File: src/rtl/link_pkg.sv
// Shared types for the inter-core link transmitter: link packet layout and TX FSM states.
package link_pkg;

   localparam int LINK_W    = 34;
   localparam int PAYLOAD_W = 32;
   localparam int CORE_ID_W = 2;

   typedef struct packed {
      logic [CORE_ID_W-1:0] dest;
      logic [PAYLOAD_W-1:0] payload;
   } link_pkt_t;

   typedef enum logic {
      IDLE = 1'b0,
      WAIT = 1'b1
   } tx_state_t;

endpackage

File: src/rtl/link_fifo.sv
// Synchronous FIFO with registered pointers and occupancy count; head word read combinationally.
module link_fifo #(
   parameter int DEPTH = 4,
   parameter int WIDTH = 34
) (
   input  logic                   clk,
   input  logic                   rst,
   input  logic                   i_push,
   input  logic                   i_pop,
   input  logic [WIDTH-1:0]       i_wdata,
   output logic [WIDTH-1:0]       o_rdata,
   output logic                   o_full,
   output logic                   o_empty,
   output logic [$clog2(DEPTH):0] o_count
);

   localparam int AW = $clog2(DEPTH);

   logic [WIDTH-1:0] r_mem [DEPTH];
   logic [AW-1:0]    r_wr_ptr;
   logic [AW-1:0]    r_rd_ptr;
   logic [AW:0]      r_count;
   logic             w_do_push;
   logic             w_do_pop;

   assign o_full    = (r_count == (AW+1)'(DEPTH));
   assign o_empty   = (r_count == '0);
   assign o_count   = r_count;
   assign o_rdata   = r_mem[r_rd_ptr];
   // Full blocks a push even when a pop happens in the same cycle (no bypass).
   assign w_do_push = i_push && !o_full;
   assign w_do_pop  = i_pop && !o_empty;

   always_ff @(posedge clk or posedge rst) begin
      if (rst) begin
         r_wr_ptr <= '0;
         r_rd_ptr <= '0;
         r_count  <= '0;
      end else begin
         if (w_do_push) r_wr_ptr <= r_wr_ptr + 1'b1;
         if (w_do_pop)  r_rd_ptr <= r_rd_ptr + 1'b1;
         case ({w_do_push, w_do_pop})
            2'b10:   r_count <= r_count + 1'b1;
            2'b01:   r_count <= r_count - 1'b1;
            default: r_count <= r_count;
         endcase
      end
   end

   always_ff @(posedge clk) begin
      if (w_do_push) r_mem[r_wr_ptr] <= i_wdata;
   end

endmodule

File: src/rtl/link_tx.sv
// Link transmitter: buffers local packets and drives them to the neighbour router with a
// level req held until ack. Handshake: a packet moves when send_req && recieve_ack at a clk edge.
module link_tx
   import link_pkg::*;
#(
   parameter int DEPTH   = 4,
   parameter int TIMEOUT = 1024,
   parameter int CNT_W   = 16
) (
   input  logic                   clk,
   input  logic                   rst,
   input  logic                   in_valid,
   input  logic [CORE_ID_W-1:0]   in_dest,
   input  logic [PAYLOAD_W-1:0]   in_payload,
   output logic                   in_ready,
   output logic                   send_req,
   output logic [LINK_W-1:0]      send_packet,
   input  logic                   recieve_ack,
   output logic [$clog2(DEPTH):0] fifo_count,
   output logic [CNT_W-1:0]       sent_count,
   output logic                   timeout_err,
   output tx_state_t              dbg_state
);

   localparam int              TW   = (TIMEOUT > 0) ? $clog2(TIMEOUT + 1) : 1;
   localparam logic [TW-1:0]   TMAX = TW'(TIMEOUT);

   tx_state_t        r_state;
   tx_state_t        w_state_nxt;
   link_pkt_t        r_pkt;
   link_pkt_t        w_in_pkt;
   link_pkt_t        w_head;
   logic [TW-1:0]    r_wait;
   logic [TW-1:0]    w_wait_inc;
   logic [CNT_W-1:0] r_sent;
   logic             r_err;
   logic             w_full;
   logic             w_empty;
   logic             w_pop;
   logic             w_load;
   logic             w_ack;

   assign in_ready    = !w_full && !rst;
   assign w_in_pkt    = '{dest: in_dest, payload: in_payload};
   assign send_req    = (r_state == WAIT);
   assign send_packet = r_pkt;
   assign sent_count  = r_sent;
   assign timeout_err = r_err;
   assign dbg_state   = r_state;
   assign w_wait_inc  = (r_wait == TMAX) ? r_wait : r_wait + 1'b1;

   link_fifo #(
      .DEPTH (DEPTH),
      .WIDTH (LINK_W)
   ) u_fifo (
      .clk     (clk),
      .rst     (rst),
      .i_push  (in_valid && in_ready),
      .i_pop   (w_pop),
      .i_wdata (w_in_pkt),
      .o_rdata (w_head),
      .o_full  (w_full),
      .o_empty (w_empty),
      .o_count (fifo_count)
   );

   always_comb begin
      w_state_nxt = r_state;
      w_pop       = 1'b0;
      w_load      = 1'b0;
      w_ack       = 1'b0;
      case (r_state)
         IDLE: begin
            if (!w_empty) begin
               w_pop       = 1'b1;
               w_load      = 1'b1;
               w_state_nxt = WAIT;
            end
         end
         WAIT: begin
            if (recieve_ack) begin
               w_ack = 1'b1;
               // Back-to-back: reload in the ack cycle so req never drops.
               if (!w_empty) begin
                  w_pop  = 1'b1;
                  w_load = 1'b1;
               end else begin
                  w_state_nxt = IDLE;
               end
            end
         end
         default: w_state_nxt = IDLE;
      endcase
   end

   always_ff @(posedge clk or posedge rst) begin
      if (rst) begin
         r_state <= IDLE;
         r_pkt   <= '0;
         r_wait  <= '0;
         r_sent  <= '0;
         r_err   <= 1'b0;
      end else begin
         r_state <= w_state_nxt;
         if (w_load) r_pkt <= w_head;
         if (w_ack) begin
            r_sent <= r_sent + 1'b1;
            r_wait <= '0;
         end else if (r_state == WAIT) begin
            r_wait <= w_wait_inc;
            if (TIMEOUT != 0 && w_wait_inc == TMAX) r_err <= 1'b1;
         end
      end
   end

endmodule

File: config.mk
export PLATFORM = sky130hd
export DESIGN_NAME = link_tx
export DESIGN_NICKNAME = d
export VERILOG_FILES = /design/src/rtl/link_pkg.sv /design/src/rtl/link_fifo.sv /design/src/rtl/link_tx.sv
export SDC_FILE = /design/constraint.sdc
export NUM_CORES = 1
export LEC_CHECK = 0
export BUFFER_PORTS_ARGS = -buffer_cell sky130_fd_sc_hd__buf_2
export CAP_MARGIN = 15
export CELL_PAD_IN_SITES_DETAIL_PLACEMENT = 0
export CELL_PAD_IN_SITES_GLOBAL_PLACEMENT = 1
export CORE_MARGIN = 2
export CORE_UTILIZATION = 40
export DETAILED_ROUTE_END_ITERATION = 8
export GPL_TIMING_DRIVEN = 0
export PLACE_DENSITY_LB_ADDON = 0.1
export SLEW_MARGIN = 20
export SYNTH_ARGS = -nofsm -noshare
export SYNTH_HDL_FRONTEND = slang
export SYNTH_SLANG_ARGS = --single-unit
File: constraint.sdc
create_clock -name clk -period 2.4 [get_ports clk]
set_clock_uncertainty 0.1 [all_clocks]
set_input_delay 0 -clock clk [delete_from_list [all_inputs] [get_ports clk]]
set_output_delay 0 -clock clk [all_outputs]
set_load 0.005 [all_outputs]
==> flow_summary_export.csv <==
group,metric,value,unit
layout,antenna_cells,0,
clock_network,numCtsBuffers,23,
layout,fin_area,10200,um2
sta,rsz0062_at_grt,"no",
drt,wl_per_cell,18.0,um
setup_path,cp_max_fo,10,
floorplan,die_h,147,um
grt,grt_pass1_wl,26000,um
power,p_int,8160,uW
logic_synthesis,synth_common_cells,"edfxtp_1, dfrtp_1, mux4_2",
floorplan,start_util,40.7,%
layout,drive_gt1_share,36.6,%
sta,hold_violations,0,
logic_synthesis,syn_area,8220,um2
sta,finalCritPeriodShare,90.9,%
clock_network,cts_root_buf,"clkbuf_16",
clock_network,cts.path.max_buffers,3,
grt,grt_max_degree,46,
power,ir_drop,670,uV
setup_path,cp-start-kind,"flop",
drt,postRouteAntennaNets,0,
power,switchingPower,3090,uW
clock_network,clock_latency,0.50,ns
drt,drc,0,
power,p_clk_share,28.6,%
floorplan,coreArea,20200,um2
logic_synthesis,synth.top_cell.area_share,49.7,%
setup_path,endpoint,"u_fifo.o_count[2]$_DFFE_PP0P_",
setup_path,r2r_start,"u_fifo.o_count[0]$_DFFE_PP0P_",
drt,firstDrtPassIters,4,
power,power.density,1100,nW/um2
sta,slew_violations,0,
setup_path,reg2regPathDepth,9,
setup_path,crit_type,"reg2reg",
clock_network,cts_num_sinks,206,
clock_network,tritoncts,"built",
floorplan,die_width,147,um
power,seqPwrFrac,43.2,%
power,combPwrFrac,28.2,%
drt,via_count,4392,
logic_synthesis,syn_nets,491,
setup_path,ff2ff_setup_slack,0.22,ns
clock_network,clk_transition_reported_paths,0.06,ns
place,gp_congestion,0.761,
power,finalPower,11300,uW
sta,min_period,2.18,ns
logic_synthesis,synthFlopType,"edfxtp_1",
layout,fillCellCount,1738,
sta,max-slew-margin-rel,53.5,%
logic_synthesis,async_flop_share,34.0,%
grt,grt_pass1_vias,4747,
clock_network,h-tree-depth,1,
logic_synthesis,synth_seq_area_share,71.0,%
floorplan,die_area,21700,um2
layout,area_delta_synth_final,24.7,%
power,switching_share,27.5,%
logic_synthesis,yosys.area.top_type,"edfxtp_1",
logic_synthesis,postSynthAreaPerCell,18.5,um2
layout,nets,654,
setup_path,critPathArrivalTime,2.46,ns
setup_path,cp.required,2.68,ns
logic_synthesis,synth_seq_cells,206,
setup_path,startpoint,"u_fifo.o_count[0]$_DFFE_PP0P_",
setup_path,r2r_end,"u_fifo.o_count[2]$_DFFE_PP0P_",
logic_synthesis,synth_edf_count,136,
logic_synthesis,synth_cell_types,42,
place,hpwl,9990,um
drt,viasPerCell,4.93,
logic_synthesis,postSynthCellCount,444,
outcome,outcome,"finished, final reports clean",
sta,setup_violations,0,
hold_path,min_path_type,"in2reg",
drt,drt_iter0_drc,232,
place,port-buffer-count,94,
floorplan,rows,52,
grt,grt_remaining_overflow,0,
floorplan,ios,95,
logic_synthesis,yosys_warnings,0,
logic_synthesis,yosysMostFrequentCell,"edfxtp_1",
sta,tightest_slew,0.697,ns
drt,routed_wl,16000,um
sta,fmax,458,MHz
flow_run,cap_violations,0,
place,placed_cell_area,9170,um2
setup_path,end_kind,"flop",
power,leakagePower,0.00399,uW
logic_synthesis,synthTopCellsByArea,"edfxtp_1, dfrtp_1, mux4_2",
grt,grtUsageTotal,15.3,%
layout,fin_util,50.8,%
grt,antenna_found_initial,0,
-- layout make-up --
cell class	instances	area [um2]	area share (%)
clock buffer	27	591	5.77
timing repair buffer	138	996	9.72
sequential	206	5840	57.0
clock inverter	12	88.8	0.867
buffer	20	139	1.36
tap	270	338	3.30
multi-input combinational	205	2200	21.5
inverter	13	51.3	0.501
-- power by group through the flow --
stage               Combinational, uW  Clock [uW]  Sequential (uW)
floorplan                        2140           0             4900
global placement                 3080           0             4930
detailed placement               3190           0             4930
CTS                              3260        3300             4880
global route                     3510        3450             4960
finish                           3180        3210             4860
-- logic make-up (layout without fill, tap and decap cells) --
family                   Yosys count  count (layout)  share of synthesized area, %
multiplexers                      70              70                          15.6
AO/OA/AOI/OAI                     29              29                          2.16
buffers and inverters             33             210                          2.28
XOR/XNOR                          27              27                          2.88
flip-flops                       206             206                          71.0
adder cells (fa/ha/maj)            9               9                          1.46
AND/OR/NAND/NOR                   70              70                          4.57
-- cells in the final DEF (no fill, tap or decap), types with 6 or more instances in the layout --
| cell type | instances |
|---|---|
| ha_1 | 8 |
| o21ai_0 | 15 |
| mux4_2 | 28 |
| nor2_1 | 8 |
| nand3_1 | 11 |
| dlygate4sd3_1 | 38 |
| mux4_1 | 6 |
| buf_2 | 103 |
| xnor2_1 | 20 |
| clkbuf_16 | 23 |
| inv_1 | 11 |
| dfrtp_1 | 70 |
| mux2_2 | 11 |
| nand2_1 | 19 |
| mux2_4 | 24 |
| clkinv_2 | 8 |
| xor2_1 | 7 |
| edfxtp_1 | 136 |
-- stage by stage --
| step | TNS (ns) | setup slack (ns) | hold slack [ns] | cells |
|---|---|---|---|---|
| after CTS | 0 | 0.147 | 0.134 | 891 |
| after global placement | -140.37 | -0.766 | 0.109 | 808 |
| after detailed placement | -0.114 | -0.114 | -0.0538 | 813 |
| final | 0 | 0.218 | 0.158 | 891 |
| after global routing | 0 | 0.0151 | 0.147 | 891 |
| after floorplan | 0 | 0.159 | -0.0482 | 444 |
-- layer usage --
| layer | track usage [%] | up-vias | share of wire (%) | wire length (um) |
|---|---|---|---|---|
| met5 | 0 | - | 0 | 0 |
| met4 | 3.85 | 0 | 1.5 | 241 |
| met3 | 3.14 | 20 | 4.6 | 738 |
| met2 | 26.1 | 94 | 50 | 8080 |
| met1 | 20.2 | 2232 | 43 | 6950 |
| li1 | - | 2046 | - | - |
-- worst min path at each step --
stage,from,end,slack (ns),cells past startpoint
after floorplan,rst,in_ready,-0.05,1
after global placement,in_payload[13],u_fifo.r_mem[1][13]$_DFFE_PP_,0.11,1
after detailed placement,rst,u_fifo.o_count[2]$_DFFE_PP0P_,-0.05,2
after CTS,in_payload[5],u_fifo.r_mem[2][5]$_DFFE_PP_,0.13,2
after global routing,in_payload[2],u_fifo.r_mem[3][2]$_DFFE_PP_,0.15,2
final,in_payload[31],u_fifo.r_mem[1][31]$_DFFE_PP_,0.16,2
-- sequential cells by signal, indices dropped and copies added, names as in the netlist --
| register | flops |
|---|---|
| send_packet | 34 |
| u_fifo.r_wr_ptr | 2 |
| u_fifo.o_count | 3 |
| u_fifo.r_rd_ptr | 2 |
| dbg_state | 1 |
| u_fifo.r_mem | 136 |
| timeout_err | 1 |
| sent_count | 16 |
| r_wait | 11 |
-- critical path: stages, from the launching register on --
cell and delay [ns]:
dfrtp_1 0.41, nor3_1 0.48, nor2_4 0.09, buf_6 0.17
ha_1 0.22, inv_1 0.07, fa_1 0.17, xor2_1 0.15
nor2_1 0.07, xor2_1 0.13
-- timing repair --
item	in CTS	in global routing
setup buffers	1	0
gates resized for setup	0	2
hold endpoints to repair	217	0
hold buffers	38	0
setup endpoints to repair	1	1
pin swaps	1	0
(Power assumes the default switching activity.)
